<file path="src/rtl/cpu_mem_pkg.sv">
// Shared types and helpers for the CPU memory port: word/byte types, FSM states,
// and the core's byte-address convention (word = addr>>1, addr[0] selects the high byte).
package cpu_mem_pkg;

  localparam int MEM_WORDS = 32;

  typedef logic [15:0] word_t;
  typedef logic [7:0]  byte_t;

  typedef enum logic [0:0] {
    ST_CLEAR = 1'b0,
    ST_SERVE = 1'b1
  } state_t;

  function automatic logic [6:0] byte_to_word(input byte_t addr);
    return addr[7:1];
  endfunction

  function automatic logic byte_lane(input byte_t addr);
    return addr[0];
  endfunction

endpackage

</file>
<file path="src/rtl/cpu_mem_port_if.sv">
// Fetch and load/store handshake bundle between the CPU core (master) and cpu_mem_port (slave).
interface cpu_mem_port_if #(
  parameter int ADDR_W = $clog2(cpu_mem_pkg::MEM_WORDS)
);
  import cpu_mem_pkg::*;

  logic              fetch_req_valid;
  logic              fetch_req_ready;
  logic [ADDR_W-1:0] fetch_addr;
  logic              fetch_rsp_valid;
  word_t             fetch_rsp_data;
  logic              fetch_rsp_ready;
  logic              data_req_valid;
  logic              data_req_ready;
  logic              data_req_we;
  byte_t             data_req_addr;
  byte_t             data_req_wdata;
  logic              data_rsp_valid;
  byte_t             data_rsp_data;
  logic              data_rsp_ready;
  logic              busy;

  modport master (
    output fetch_req_valid, fetch_addr, fetch_rsp_ready,
    output data_req_valid, data_req_we, data_req_addr, data_req_wdata, data_rsp_ready,
    input  fetch_req_ready, fetch_rsp_valid, fetch_rsp_data,
    input  data_req_ready, data_rsp_valid, data_rsp_data, busy
  );

  modport slave (
    input  fetch_req_valid, fetch_addr, fetch_rsp_ready,
    input  data_req_valid, data_req_we, data_req_addr, data_req_wdata, data_rsp_ready,
    output fetch_req_ready, fetch_rsp_valid, fetch_rsp_data,
    output data_req_ready, data_rsp_valid, data_rsp_data, busy
  );

endinterface

</file>
<file path="src/rtl/mem_arbiter.sv">
// Two-way round-robin grant between the data and fetch clients.
// A contested cycle goes to the client that was not granted last; the pointer starts favouring data.
module mem_arbiter (
  input  logic clk,
  input  logic rst,
  input  logic en,
  input  logic data_elig,
  input  logic fetch_elig,
  output logic data_gnt,
  output logic fetch_gnt
);

  logic last_fetch_r;

  // Combinational grant selection
  always_comb begin
    data_gnt  = 1'b0;
    fetch_gnt = 1'b0;
    if (en) begin
      if (data_elig && fetch_elig) begin
        data_gnt  = last_fetch_r;
        fetch_gnt = ~last_fetch_r;
      end else begin
        data_gnt  = data_elig;
        fetch_gnt = fetch_elig;
      end
    end else begin
      data_gnt  = 1'b0;
      fetch_gnt = 1'b0;
    end
  end

  // Last-grant pointer, moved only by an actual grant
  always_ff @(posedge clk or posedge rst) begin
    if (rst) begin
      last_fetch_r <= 1'b1;
    end else if (data_gnt) begin
      last_fetch_r <= 1'b0;
    end else if (fetch_gnt) begin
      last_fetch_r <= 1'b1;
    end
  end

endmodule

</file>
<file path="src/rtl/cpu_mem_port.sv">
// cpu_mem_port: single-port 16-bit word memory shared by instruction fetch and byte load/store.
// Optional build macro MEM_CLEAR_ON_RESET_EN zeroes the array one word per cycle after reset.
module cpu_mem_port #(
  parameter int MEM_WORDS = cpu_mem_pkg::MEM_WORDS,
  parameter int ADDR_W    = $clog2(MEM_WORDS)
) (
  input logic           clk,
  input logic           rst,
  cpu_mem_port_if.slave bus
);
  import cpu_mem_pkg::*;

  state_t     state_r;
  state_t     state_s;
  word_t      mem_r [MEM_WORDS];
  logic [6:0] dword_s;
  logic       dlane_s;
  logic       d_in_range_s;
  logic       f_in_range_s;
  word_t      d_word_s;
  word_t      f_word_s;
  byte_t      d_byte_s;
  logic       en_s;
  logic       data_elig_s;
  logic       fetch_elig_s;
  logic       data_gnt_s;
  logic       fetch_gnt_s;
  logic       data_rsp_valid_r;
  byte_t      data_rsp_data_r;
  logic       fetch_rsp_valid_r;
  word_t      fetch_rsp_data_r;

`ifdef MEM_CLEAR_ON_RESET_EN
  localparam state_t RESET_STATE = ST_CLEAR;
  logic [ADDR_W-1:0] clr_cnt_r;
  assign bus.busy = (state_r == ST_CLEAR);
`else
  localparam state_t RESET_STATE = ST_SERVE;
  assign bus.busy = 1'b0;
`endif

  assign dword_s      = byte_to_word(bus.data_req_addr);
  assign dlane_s      = byte_lane(bus.data_req_addr);
  assign d_in_range_s = (int'(dword_s) < MEM_WORDS);
  assign f_in_range_s = (int'(bus.fetch_addr) < MEM_WORDS);

  // A port holding an unconsumed response cannot issue again
  assign en_s         = (state_r == ST_SERVE) && !rst;
  assign data_elig_s  = bus.data_req_valid && !data_rsp_valid_r;
  assign fetch_elig_s = bus.fetch_req_valid && !fetch_rsp_valid_r;

  mem_arbiter u_arb (
    .clk        (clk),
    .rst        (rst),
    .en         (en_s),
    .data_elig  (data_elig_s),
    .fetch_elig (fetch_elig_s),
    .data_gnt   (data_gnt_s),
    .fetch_gnt  (fetch_gnt_s)
  );

  assign bus.data_req_ready  = data_gnt_s;
  assign bus.fetch_req_ready = fetch_gnt_s;
  assign bus.data_rsp_valid  = data_rsp_valid_r;
  assign bus.data_rsp_data   = data_rsp_data_r;
  assign bus.fetch_rsp_valid = fetch_rsp_valid_r;
  assign bus.fetch_rsp_data  = fetch_rsp_data_r;

  // State register and clear-walk counter
  always_ff @(posedge clk or posedge rst) begin
    if (rst) begin
      state_r   <= RESET_STATE;
`ifdef MEM_CLEAR_ON_RESET_EN
      clr_cnt_r <= '0;
`endif
    end else begin
      state_r   <= state_s;
`ifdef MEM_CLEAR_ON_RESET_EN
      if (state_r == ST_CLEAR) begin
        clr_cnt_r <= clr_cnt_r + 1'b1;
      end
`endif
    end
  end

  // Next state: CLEAR leaves on the cycle that writes the last word
  always_comb begin
    state_s = state_r;
    case (state_r)
      ST_CLEAR: begin
`ifdef MEM_CLEAR_ON_RESET_EN
        if (clr_cnt_r == ADDR_W'(MEM_WORDS - 1)) begin
          state_s = ST_SERVE;
        end else begin
          state_s = ST_CLEAR;
        end
`else
        state_s = ST_SERVE;
`endif
      end
      ST_SERVE: state_s = ST_SERVE;
      default:  state_s = ST_SERVE;
    endcase
  end

  // Array read mux; out-of-range addresses read as zero
  always_comb begin
    d_word_s = 16'h0000;
    f_word_s = 16'h0000;
    if (d_in_range_s) begin
      d_word_s = mem_r[dword_s[ADDR_W-1:0]];
    end else begin
      d_word_s = 16'h0000;
    end
    if (f_in_range_s) begin
      f_word_s = mem_r[bus.fetch_addr];
    end else begin
      f_word_s = 16'h0000;
    end
    d_byte_s = dlane_s ? d_word_s[15:8] : d_word_s[7:0];
  end

  // Array write port: clear walk, or a granted in-range store into one byte lane
  always_ff @(posedge clk) begin
`ifdef MEM_CLEAR_ON_RESET_EN
    if (state_r == ST_CLEAR) begin
      mem_r[clr_cnt_r] <= 16'h0000;
    end else
`endif
    if (data_gnt_s && bus.data_req_we && d_in_range_s) begin
      if (dlane_s) begin
        mem_r[dword_s[ADDR_W-1:0]][15:8] <= bus.data_req_wdata;
      end else begin
        mem_r[dword_s[ADDR_W-1:0]][7:0]  <= bus.data_req_wdata;
      end
    end
  end

  // Response registers: captured on a read grant, held stable until consumed
  always_ff @(posedge clk or posedge rst) begin
    if (rst) begin
      data_rsp_valid_r  <= 1'b0;
      data_rsp_data_r   <= 8'h00;
      fetch_rsp_valid_r <= 1'b0;
      fetch_rsp_data_r  <= 16'h0000;
    end else begin
      if (data_gnt_s && !bus.data_req_we) begin
        data_rsp_valid_r <= 1'b1;
        data_rsp_data_r  <= d_byte_s;
      end else if (bus.data_rsp_ready) begin
        data_rsp_valid_r <= 1'b0;
      end
      if (fetch_gnt_s) begin
        fetch_rsp_valid_r <= 1'b1;
        fetch_rsp_data_r  <= f_word_s;
      end else if (bus.fetch_rsp_ready) begin
        fetch_rsp_valid_r <= 1'b0;
      end
    end
  end

endmodule
</file>
<file path="src/flat_wrapper.sv">
// flat-port wrapper written by rule: the top's interface ports become plain ports
module cpu_mem_port_flat import cpu_mem_pkg::*;
#(
  parameter int MEM_WORDS = cpu_mem_pkg::MEM_WORDS,
  parameter int ADDR_W    = $clog2(MEM_WORDS)
)
  (clk, rst, bus_fetch_req_valid, bus_fetch_addr, bus_fetch_rsp_ready, bus_data_req_valid, bus_data_req_we, bus_data_req_addr, bus_data_req_wdata, bus_data_rsp_ready, bus_fetch_req_ready, bus_fetch_rsp_valid, bus_fetch_rsp_data, bus_data_req_ready, bus_data_rsp_valid, bus_data_rsp_data, bus_busy);
  cpu_mem_port_if #(.ADDR_W(ADDR_W)) bus_i ();
  input logic clk;
  input logic rst;
  input wire logic [$bits(bus_i.fetch_req_valid)-1:0] bus_fetch_req_valid;
  input wire logic [$bits(bus_i.fetch_addr)-1:0] bus_fetch_addr;
  input wire logic [$bits(bus_i.fetch_rsp_ready)-1:0] bus_fetch_rsp_ready;
  input wire logic [$bits(bus_i.data_req_valid)-1:0] bus_data_req_valid;
  input wire logic [$bits(bus_i.data_req_we)-1:0] bus_data_req_we;
  input wire logic [$bits(bus_i.data_req_addr)-1:0] bus_data_req_addr;
  input wire logic [$bits(bus_i.data_req_wdata)-1:0] bus_data_req_wdata;
  input wire logic [$bits(bus_i.data_rsp_ready)-1:0] bus_data_rsp_ready;
  output wire logic [$bits(bus_i.fetch_req_ready)-1:0] bus_fetch_req_ready;
  output wire logic [$bits(bus_i.fetch_rsp_valid)-1:0] bus_fetch_rsp_valid;
  output wire logic [$bits(bus_i.fetch_rsp_data)-1:0] bus_fetch_rsp_data;
  output wire logic [$bits(bus_i.data_req_ready)-1:0] bus_data_req_ready;
  output wire logic [$bits(bus_i.data_rsp_valid)-1:0] bus_data_rsp_valid;
  output wire logic [$bits(bus_i.data_rsp_data)-1:0] bus_data_rsp_data;
  output wire logic [$bits(bus_i.busy)-1:0] bus_busy;
  assign bus_i.fetch_req_valid = bus_fetch_req_valid;
  assign bus_i.fetch_addr = bus_fetch_addr;
  assign bus_i.fetch_rsp_ready = bus_fetch_rsp_ready;
  assign bus_i.data_req_valid = bus_data_req_valid;
  assign bus_i.data_req_we = bus_data_req_we;
  assign bus_i.data_req_addr = bus_data_req_addr;
  assign bus_i.data_req_wdata = bus_data_req_wdata;
  assign bus_i.data_rsp_ready = bus_data_rsp_ready;
  assign bus_fetch_req_ready = bus_i.fetch_req_ready;
  assign bus_fetch_rsp_valid = bus_i.fetch_rsp_valid;
  assign bus_fetch_rsp_data = bus_i.fetch_rsp_data;
  assign bus_data_req_ready = bus_i.data_req_ready;
  assign bus_data_rsp_valid = bus_i.data_rsp_valid;
  assign bus_data_rsp_data = bus_i.data_rsp_data;
  assign bus_busy = bus_i.busy;
  cpu_mem_port #(.MEM_WORDS(MEM_WORDS), .ADDR_W(ADDR_W)) u_core (.clk(clk), .rst(rst), .bus(bus_i));
endmodule
</file>
<file path="config.mk">
export PLATFORM = sky130hd
export DESIGN_NAME = cpu_mem_port_flat
export DESIGN_NICKNAME = d
export VERILOG_FILES = /design/src/rtl/cpu_mem_pkg.sv /design/src/rtl/cpu_mem_port_if.sv /design/src/rtl/mem_arbiter.sv /design/src/rtl/cpu_mem_port.sv /design/src/flat_wrapper.sv
export SDC_FILE = /design/constraint.sdc
export NUM_CORES = 1
export LEC_CHECK = 0
export CELL_PAD_IN_SITES_DETAIL_PLACEMENT = 1
export CELL_PAD_IN_SITES_GLOBAL_PLACEMENT = 1
export CORE_MARGIN = 8
export CORE_UTILIZATION = 58
export CTS_CLUSTER_DIAMETER = 120
export CTS_CLUSTER_SIZE = 24
export DETAILED_ROUTE_END_ITERATION = 6
export PLACE_DENSITY = 0.81
export SETUP_SLACK_MARGIN = 0.4
export SLEW_MARGIN = 20
export SYNTH_ARGS = -nofsm -noshare
export SYNTH_HDL_FRONTEND = slang
export SYNTH_HIERARCHICAL = 1
export SYNTH_SLANG_ARGS = --single-unit
</file>
<file path="constraint.sdc">
create_clock -name clk -period 6.1 [get_ports clk]
set_clock_uncertainty 0.2 [all_clocks]
set_input_delay 0.61 -clock clk [delete_from_list [all_inputs] [get_ports clk]]
set_output_delay 0.61 -clock clk [all_outputs]
set_load 0.01 [all_outputs]
</file>
==> impl_results.md, run 1 <==
* Asr flop ratio synth at 0.0501
* Design Area, Final at approximately 27000 µm²
* H-tree levels at 1
* GRT Residual Overflow at 0
* Final min period at around 4.3 ns
* Area Growth Syn to Fin at 6.16%
* Post-synthesis sequential area ratio at 0.636
* Slew headroom at 0.283
* Placeable Area at around 43000 µm²
* Placer congestion estimate at ~1.0
* Yosys warns at 6
* Buf+Inv Stages, Crit Path at 3
* Drt drc at 0
* Pre-Repair DR Iteration Count at 5
* Global-route usage over all layers at 0.334
* Layout cells sized above 1 at 0.189
* FMAX at approximately 230 MHz
* Worst skew pair latency at 0.62 ns
* Largest net degree at the start of global routing at 88
* CTS tree: yes
* Final period utilization at 0.705
* Final Hold Fails at 0
* PortBufs at between 50 and 60
* Postcts setup bufs at 0
* Die height at roughly 220 µm
* RSZ-0062 raised after global routing: no
* Critical Path AT at 4.33 ns
* First-pass GRT wire length at around 120000 µm
* Slowest Stage Delay on Critical Path at ~0.90 ns
* Synth Register Bits at ~540
* Clock Path Buffers at 3
* Fillcell total at between 3000 and 4000
* Clk sinks at between 500 and 600
* Die X at ~220 µm
* Synthesized area at ~25000 µm²
* Peak VDD IR at roughly 0.2 mV
* Setup crit start kind: primary input
* HP Class: in2async
* Crit-path most repeated cell: nand2_1
* Max-cap check violation count at 0
* Initial Util at 0.586
* Synth top area share at 0.609
* # setup viols final at 0
* Slowest CP cell: nor2_1
* Post-synth top area cell: edfxtp_1
* Data required, critical path at around 6.1 ns
* Hold Buf Count CTS at 0
* R2R cell count at 7
* Wire per inst at 41.4 µm
* Antenna violations before repair at 2
* Ant diodes at 0
* Number of cells on the critical path at 9
* Main flop type after synthesis: edfxtp_1
* Crit-path cells: clkdlybuf4s50_1 -> inv_1 -> buf_4 -> nand2_1 -> a21oi_1 -> nand2_1 -> nor4_1 -> nand3_1 -> nor2_1
* Max-slew violation count at 0
* Dominant cells by area after synthesis: edfxtp_1 (61%), mux4_2 (16%), mux2i_1 (6.7%), dfrtp_1 (2.6%), o22ai_1 (1.8%)
* Syn nets at 1464
* Vias in the first global route at around 15000
* EDFF count, synth at just over 500
* Post-cts sizing count at 0
* Status: finished, final reports clean
* HPWL Detailed at around 58000 µm
* Cell variety after synth at 59
* Post-synth top cells: edfxtp_1 (512), mux4_2 (177), mux2i_1 (168), nor2_1 (84), o22ai_1 (74)
* WL final at ~84000 µm
* Hold_ws at just under 0.2 ns
* DRT iter0 DRCs at 2555
* Post-DP Area at ~26000 µm²
* Most frequent cell after synthesis: edfxtp_1
* Crit path capture type: flop
* Vias/cell at about 7.6
* CTS Root Cell: clkbuf_16
* Final nets at between 1000 and 1500
* Max FO, Critical Path at 29
* TritonCTS Buffers at 26
* Num rows at 76
* Final cell count without fillers at 2036
* Mapped Cells at 1436
* Via Count at roughly 15000
* Total power at approximately 7 mW
* Clk slew on worst S/H paths at ~0.10 ns
* Worst-Margin Slew at between 1 and 1.5 ns
* Setup TNS at 0 ns
* PD cells at between 200 and 300 nW/µm²
* I/O pin total at 57
* Die area at 50500 µm²
* Antenna Nets Post-Route at 0
* Placed Cells at 1988
* CP top delay family: simple AND/OR/NAND/NOR gates
* Setup Crit Path Kind: in2reg
* Leak at approximately 8.6 nW
* Mean Syn Cell Area at between 15 and 20 µm²
==> cell usage in the layout (no fill, tap or decap), types with 7 or more instances in the layout <==
master | Yosys | final
edfxtp_1 | 512 | 512
o22ai_1 | 74 | 74
clkbuf_16 | 0 | 27
mux2i_1 | 168 | 168
o211ai_1 | 8 | 8
clkbuf_1 | 24 | 20
nand3_1 | 16 | 16
o21ai_0 | 8 | 8
mux4_1 | 8 | 8
nor4_1 | 17 | 17
nand2_1 | 39 | 39
nor2_1 | 84 | 84
dfrtp_1 | 26 | 26
clkdlybuf4s50_1 | 0 | 41
a22o_1 | 19 | 19
a22oi_1 | 7 | 7
nor3_1 | 23 | 23
inv_1 | 11 | 11
a21oi_1 | 13 | 12
buf_4 | 27 | 24
nor2b_1 | 16 | 16
mux2_2 | 30 | 30
mux4_2 | 177 | 177
==> worst paths after layout <==
kind / startpoint / endpoint / slack, ns
setup / recovery: rst / u_core/mem_r[11][0] / 1.80
hold / removal: rst / u_core/u_arb/last_fetch_r / 0.20
setup reg to reg: u_core/bus.data_rsp_valid / u_core/mem_r[11][0] / 2.04
hold reg to reg: u_core/bus.fetch_rsp_data[10] / u_core/bus.fetch_rsp_data[10] / 0.31
max in group asynchronous: rst / u_core/bus.fetch_rsp_data[3] / 5.09
min in group clk: u_core/bus.fetch_rsp_data[10] / u_core/bus.fetch_rsp_data[10] / 0.31
==> power by group <==
part           switching (mW)  internal, mW
combinational           0.465         0.332
sequential             0.0332          4.10
clock                    1.14         0.843
==> sequential cells by signal, summed over array words and instances (netlist names) <==
name	count
u_core/bus.data_rsp_data	8
u_core/bus.data_rsp_valid	1
u_core/bus.fetch_rsp_data	16
u_core/bus.fetch_rsp_valid	1
u_core/mem_r	512
u_core/u_arb/last_fetch_r	1
==> cell families after synthesis <==
kind of cell	synth area share
DFF	0.636
muxes	0.246
and+or+nand+nor	0.0450
AOI/OAI and AO/OA	0.0469
buffers and inverters	0.0263
other	0.000148
==> cell type report <==
cell class	instances	area, µm²	area share
Sequential cell	539	16100	0.599
Multi-Input combinational cell	779	8550	0.319
Clock buffer	47	751	0.0280
Tap cell	585	732	0.0273
Timing Repair Buffer	73	664	0.0248
Inverter	12	45.0	0.00168
Clock inverter	1	16.3	0.000607
==> metrics by stage <==
stage | utilization | worst slack (ns)
finish | 0.622 | 1.80
floorplan | - | 2.70
CTS | 0.622 | 1.89
detailed placement | 0.604 | 1.26
global route | 0.622 | 1.67
global placement | 0.604 | 1.41
==> metal layers <==
| metal | GRT usage | wire, µm |
|---|---|---|
| met4 | 0.153 | 4830 |
| met1 | 0.446 | 31600 |
| met2 | 0.538 | 40200 |
| met5 | 0 | 26 |
| met3 | 0.0589 | 7720 |
==> worst reg2reg max path, delay by kind of cell (launching register included) <==
kind               cells  cell delay [ns]
and+or+nand+nor        6             2.71
DFF                    1             0.42
AOI/OAI and AO/OA      1             0.38
No activity file was read; power rests on OpenSTA's default activity.
==> run 2: changes to the inputs <==
--- a/config.mk
+++ b/config.mk
@@ -8,11 +8,11 @@
 export CELL_PAD_IN_SITES_DETAIL_PLACEMENT = 1
 export CELL_PAD_IN_SITES_GLOBAL_PLACEMENT = 1
 export CORE_MARGIN = 8
-export CORE_UTILIZATION = 58
+export CORE_UTILIZATION = 54
 export CTS_CLUSTER_DIAMETER = 120
 export CTS_CLUSTER_SIZE = 24
 export DETAILED_ROUTE_END_ITERATION = 6
-export PLACE_DENSITY = 0.81
+export PLACE_DENSITY = 0.76
 export SETUP_SLACK_MARGIN = 0.4
 export SLEW_MARGIN = 20
 export SYNTH_ARGS = -nofsm -noshare
==> constraint.sdc (replaced) <==
create_clock -name clk -period 4.5 [get_ports clk]
set_clock_uncertainty 0.2 [all_clocks]
set_input_delay 0.45 -clock clk [delete_from_list [all_inputs] [get_ports clk]]
set_output_delay 0.45 -clock clk [all_outputs]
set_load 0.01 [all_outputs]
==> impl_results.md, run 2 (synthesis results as in run 1) <==
* CTS tree: yes
* CTS Root Cell: clkbuf_16
* Leak at 9.13 nW (+6.0%)
* Die area at 54000 µm² (+6.9%)
* Clock Path Buffers at 3 (unchanged)
* Drt drc at 0 (unchanged)
* Setup Crit Path Kind: in2out
* Worst R2R Start: u_core/bus.data_rsp_valid
* RSZ-0062 raised after global routing: no
* Pre-Repair DR Iteration Count at 6 (+1)
* GRT Residual Overflow at 0 (unchanged)
* Final nets at 1554 (+6.5%)
* Vias/cell at 7.18 (-5.5%)
* H-tree levels at 1 (unchanged)
* Max-cap check violation count at 0 (unchanged)
* Biggest register: u_core/mem_r
* TritonCTS Buffers at 26 (unchanged)
* Worst-Margin Slew at 1.13 ns (+0.0604 ns)
* Design Area, Final at 27600 µm² (+3.0%)
* HPWL Detailed at 58000 µm (-0.30%)
* Placeable Area at 46400 µm² (+7.6%)
* Most frequent cells in the layout: edfxtp_1 (512), mux4_2 (177), mux2i_1 (168), buf_4 (109), nor2_1 (84)
* Data required, critical path at 3.85 ns (-2.28 ns)
* R2R setup slack at 0.87 ns (-1.17 ns)
* Worst hold path depth at 1
* Status: finished, final reports clean
* PD cells at 340 nW/µm² (+32%)
* Max reg flops at 512 (unchanged)
* Layout cells sized above 1 at 0.238 (+0.0492)
* Crit path capture type: output pin
* Final period utilization at 0.867
* Critical Path AT at 3.25 ns (-1.08 ns)
* Setup TNS at 0 ns (unchanged)
* FMAX at approximately 260 MHz
* Setup crit start kind: primary input
* DRT iter0 DRCs at 2149 (-16%)
* Die height at 232 µm (+3.4%)
* Largest net degree at the start of global routing at 65 (-26%)
* Final min period at roughly 3.9 ns
* Via Count at 15500 (-0.019%)
* PortBufs at 55 (unchanged)
* Initial Util at 0.545 (-0.0415)
* Max-slew violation count at 0 (unchanged)
* Clk slew on worst S/H paths at 0.09 ns (about the same)
* WL final at 82700 µm (-1.9%)
* Clk sinks at 539 (unchanged)
* Antenna Nets Post-Route at 0 (unchanged)
* Peak VDD IR at 0.430 mV (+110%)
* Final Hold Fails at 0 (unchanged)
* Hold_ws at 0.188 ns (-0.0106 ns)
* Wire per inst at 38.4 µm (-7.3%)
* Worst hold path startpoint: bus_data_req_wdata[6]
* R2R cell count at 9 (+2)
* First-pass GRT wire length at 119000 µm (-0.58%)
* Antenna violations before repair at 1 (-1)
* Worst skew pair latency at 0.62 ns (about the same)
* Num rows at 79 (+3.9%)
* Placer congestion estimate at 0.998 (-0.70%)
* Total power at 9.40 mW (+36%)
* # setup viols final at 0 (unchanged)
* Die X at 232 µm (+3.4%)
* HP Class: in2reg
* Area Growth Syn to Fin at 9.35%
* Slew headroom at 0.245 (-0.0381)
* Most common cell after layout, fill and taps aside: edfxtp_1
* Max FO, Critical Path at 28 (-3.4%)
* Vias in the first global route at 15900 (+2.8%)
* Global-route usage over all layers at 0.308 (-0.0266)
* Post-DP Area at 26800 µm² (+3.1%)
* Hold endpoint: u_core/mem_r[9][14]
* Reg2Reg Capture Point: u_core/mem_r[19][13]
* I/O pin total at 57 (unchanged)
run 2: cell types whose count changed in the layout (fill, tap and decap cells not counted), sizes merged:
cell	change
buf	+94
diode	+1
dlygate4sd3	+1
run 2: metrics by stage:
stage | util | cells | setup slack [ns]
final | 0.596 | 2154 | 0.598
after global routing | 0.596 | 2153 | 0.416
after CTS | 0.596 | 2153 | 0.548
after detailed placement | 0.579 | 2104 | 0.408
after global placement | 0.579 | 2104 | 0.477
after floorplan | - | 1436 | 1.26
run 2: what timing repair did:
action | in CTS | in global routing
setup endpoints to repair | 0 | 0
hold endpoints to repair | 1 | 0
hold buffers | 1 | 0
gates resized for setup | 0 | 0
buffers inserted | 0 | 0
run 2: worst max path at each step:
stage,start,end,cells after the start
after CTS,rst,bus_fetch_req_ready,8
final,rst,bus_fetch_req_ready,8
after global placement,bus_data_req_valid,u_core/mem_r[19][10],10
after global routing,rst,bus_fetch_req_ready,8
after detailed placement,bus_data_req_valid,u_core/mem_r[19][14],10
after floorplan,rst,u_core/mem_r[31][0],7
run 2: report_power, final:
part | total (mW) | switching, mW | internal [mW]
combinational | 1.09 | 0.623 | 0.471
sequential | 5.59 | 0.0431 | 5.55
clock | 2.71 | 1.57 | 1.14
total | 9.40 | 2.23 | 7.17
run 2: worst max-delay path, stage by stage:
cell,delay (ns)
dlygate4sd3_1,0.55
clkdlybuf4s50_1,0.46
inv_1,0.10
buf_4,0.41
nand2_1,0.18
a21oi_2,0.15
buf_4,0.31
clkdlybuf4s50_1,0.63
run 2: routing by layer:
| metal | global-route usage | up-vias | part of all wire |
|---|---|---|---|
| met4 | 0.121 | 0 | 0.048 |
| met2 | 0.509 | 858 | 0.49 |
| met1 | 0.415 | 8305 | 0.39 |
| met5 | 0 | - | 0 |
| li1 | - | 6160 | - |
| met3 | 0.0380 | 152 | 0.077 |
run 2: layout make-up:
cell class                 count  area (µm²)
fill                        4055       18700
sequential                   539       16100
multi-input combinational    779        8550
timing repair buffer         168        1450
tap                          607         759
clock buffer                  47         751
inverter                      12        45.0
clock inverter                 1        16.3
antenna                        1        2.50
==> run 3: changes to the inputs <==
--- a/config.mk
+++ b/config.mk
@@ -8,11 +8,12 @@
 export CELL_PAD_IN_SITES_DETAIL_PLACEMENT = 1
 export CELL_PAD_IN_SITES_GLOBAL_PLACEMENT = 1
 export CORE_MARGIN = 8
-export CORE_UTILIZATION = 54
+export CORE_UTILIZATION = 49
 export CTS_CLUSTER_DIAMETER = 120
 export CTS_CLUSTER_SIZE = 24
 export DETAILED_ROUTE_END_ITERATION = 6
-export PLACE_DENSITY = 0.76
+export PLACE_DENSITY = 0.72
+export REMOVE_ABC_BUFFERS = 1
 export SETUP_SLACK_MARGIN = 0.4
 export SLEW_MARGIN = 20
 export SYNTH_ARGS = -nofsm -noshare
==> constraint.sdc (replaced) <==
create_clock -name clk -period 3.25 [get_ports clk]
set_clock_uncertainty 0.2 [all_clocks]
set_input_delay 0.325 -clock clk [delete_from_list [all_inputs] [get_ports clk]]
set_output_delay 0.325 -clock clk [all_outputs]
set_load 0.01 [all_outputs]
==> impl_results.md, run 3 (synthesis results as in run 1) <==
* R2R setup slack at 0.61 ns (-0.26 ns)
* Antenna violations before repair at 2 (+1)
* Final min period at approximately 2.7 ns
* Biggest register: u_core/mem_r
* Die X at 243 µm (+4.6%)
* Largest net degree at the start of global routing at 65 (unchanged)
* Worst hold path startpoint: bus_data_req_wdata[0]
* Worst skew pair latency at 0.60 ns (-0.02 ns)
* Layout cells sized above 1 at 0.276 (+0.0384)
* Global-route usage over all layers at 0.286 (-0.0213)
* Via Count at 15900 (+2.8%)
* FMAX at ~370 MHz
* Num rows at 83 (+5.1%)
* Max FO, Critical Path at 3 (-89%)
* First-pass GRT wire length at 123000 µm (+4.1%)
* Final nets at 1632 (+5.0%)
* Clock Path Buffers at 3 (unchanged)
* HPWL Detailed at 62600 µm (+7.8%)
* PD cells at 462 nW/µm² (+36%)
* Worst Setup SP: u_core/bus.fetch_rsp_valid
* Ant diodes at 0 (-1)
* Antenna Nets Post-Route at 0 (unchanged)
* Initial Util at 0.494 (-0.0505)
* Slowest Stage Delay on Critical Path at 0.63 ns (about the same)
* Setup Crit Path Kind: reg2out
* CTS tree: yes
* Worst-Margin Slew at 0.869 ns (-0.264 ns)
* Peak VDD IR at 0.393 mV (-8.5%)
* Slew headroom at 0.421 (+0.176)
* Worst R2R Start: u_core/bus.data_rsp_valid
* Pre-CTS setup slack at 0.177 ns (-0.230 ns)
* Final period utilization at 0.832
* Placeable Area at 51100 µm² (+10%)
* # setup viols final at 0 (unchanged)
* Clk sinks at 539 (unchanged)
* Vias in the first global route at 16200 (+2.3%)
* PortBufs at 55 (unchanged)
* RSZ-0062 raised after global routing: no
* Clk slew on worst S/H paths at 0.10 ns (about the same)
* I/O pin total at 57 (unchanged)
* Die height at 243 µm (+4.6%)
* Drt drc at 0 (unchanged)
* Placer congestion estimate at 0.993 (-0.47%)
* WL final at 86300 µm (+4.3%)
* Most common cell after layout, fill and taps aside: edfxtp_1
* Vias/cell at 6.91 (-3.9%)
* Die area at 59100 µm² (+9.5%)
* Max-cap check violation count at 0 (unchanged)
* DRT iter0 DRCs at 2359 (+9.8%)
* TritonCTS Buffers at 26 (unchanged)
* Setup crit start kind: flop
* Final Hold Fails at 0 (unchanged)
* H-tree levels at 1 (unchanged)
* Max reg flops at 512 (unchanged)
* Crit-path cells: nor2b_1 -> nand2_1 -> a21oi_2 -> clkdlybuf4s50_1
* Wire per inst at 37.5 µm (-2.5%)
* CTS Root Cell: clkbuf_16
* Area Growth Syn to Fin at 12.6%
* Status: finished, final reports clean
* Setup WS post-layout at 0.545 ns (-0.0524 ns)
* GRT Residual Overflow at 0 (unchanged)
* Pre-Repair DR Iteration Count at 5 (-1)
* Data required, critical path at 2.72 ns (-1.13 ns)
* Crit path capture type: output pin
* Postcts setup bufs at 0 (unchanged)
* Leak at 9.56 nW (+4.7%)
* Slowest CP cell: clkdlybuf4s50_1
* Most frequent cells in the layout: edfxtp_1 (512), mux4_2 (177), buf_4 (172), mux2i_1 (168), nor2_1 (83)
* Max-slew violation count at 0 (unchanged)
* Critical Path AT at 2.18 ns (-1.07 ns)
* Setup TNS at 0 ns (unchanged)
* HP Class: in2reg
-- run 3: cell count changes in the layout (fill, tap and decap cells not counted), sizes merged --
cell,before,now
diode,1,0
clkdlybuf4s50,41,40
dlygate4sd3,1,3
buf,125,202
-- run 3: per-layer routing --
layer | vias up | routed length [µm] | GRT usage
met5 | - | 15 | 0
met4 | 2 | 2210 | 0.0672
met3 | 127 | 8340 | 0.0423
met2 | 945 | 40800 | 0.460
met1 | 8525 | 35000 | 0.412
li1 | 6311 | - | -
-- run 3: timing repair --
item / 4_1_cts / 5_1_grt
endpoints found under the hold margin: 25 / 0
endpoints found under the setup margin: 0 / 73
hold buffers: 3 / 0
resized for setup: 0 / 4
-- run 3: final timing paths --
path | to | depth (start not counted)
setup / recovery | bus_fetch_req_ready | 4
hold / removal | u_core/mem_r[13][0] | 2
setup reg to reg | u_core/mem_r[23][15] | 11
hold reg to reg | u_core/bus.fetch_rsp_data[9] | 1
max in group asynchronous | u_core/bus.fetch_rsp_data[12] | 4
min in group asynchronous | u_core/u_arb/last_fetch_r | 3
-- run 3: area by class of cell --
type | instances | area [µm²]
inverter | 12 | 45.0
timing repair buffer | 246 | 2180
sequential | 539 | 16100
fill | 4679 | 22600
clock buffer | 47 | 751
tap | 680 | 851
multi-input combinational | 779 | 8560
clock inverter | 1 | 16.3
-- run 3: power by group --
group	internal, mW	total (mW)	leakage [nW]	switching [mW]
registers	7.68	7.74	4.93	0.0592
clock network	1.59	3.78	0.363	2.20
logic	0.717	1.62	4.26	0.899
-- run 3: critical path, delay by kind of cell, from the launching register on --
family                 cells  cell delay [ns]
flip-flops                 1             0.40
buffers and inverters      1             0.63
AO/OA/AOI/OAI              1             0.24
AND/OR/NAND/NOR            2             0.31
-- run 3: metrics by stage --
| stage | utilization | power (mW) | cells | hold WS (ns) | area [µm²] |
|---|---|---|---|---|---|
| 6_report | 0.557 | 13.1 | 2304 | 0.0407 | 28500 |
| 5_1_grt | 0.557 | 13.4 | 2304 | 0.0429 | 28500 |
| 4_1_cts | 0.557 | 13.2 | 2304 | 0.0331 | 28400 |
| 2_1_floorplan | - | 8.51 | 1330 | 0.0147 | 24600 |
| 3_3_place_gp | 0.541 | 9.46 | 2253 | 0.284 | 27600 |
| 3_5_place_dp | 0.541 | 9.50 | 2253 | 0.295 | 27600 |
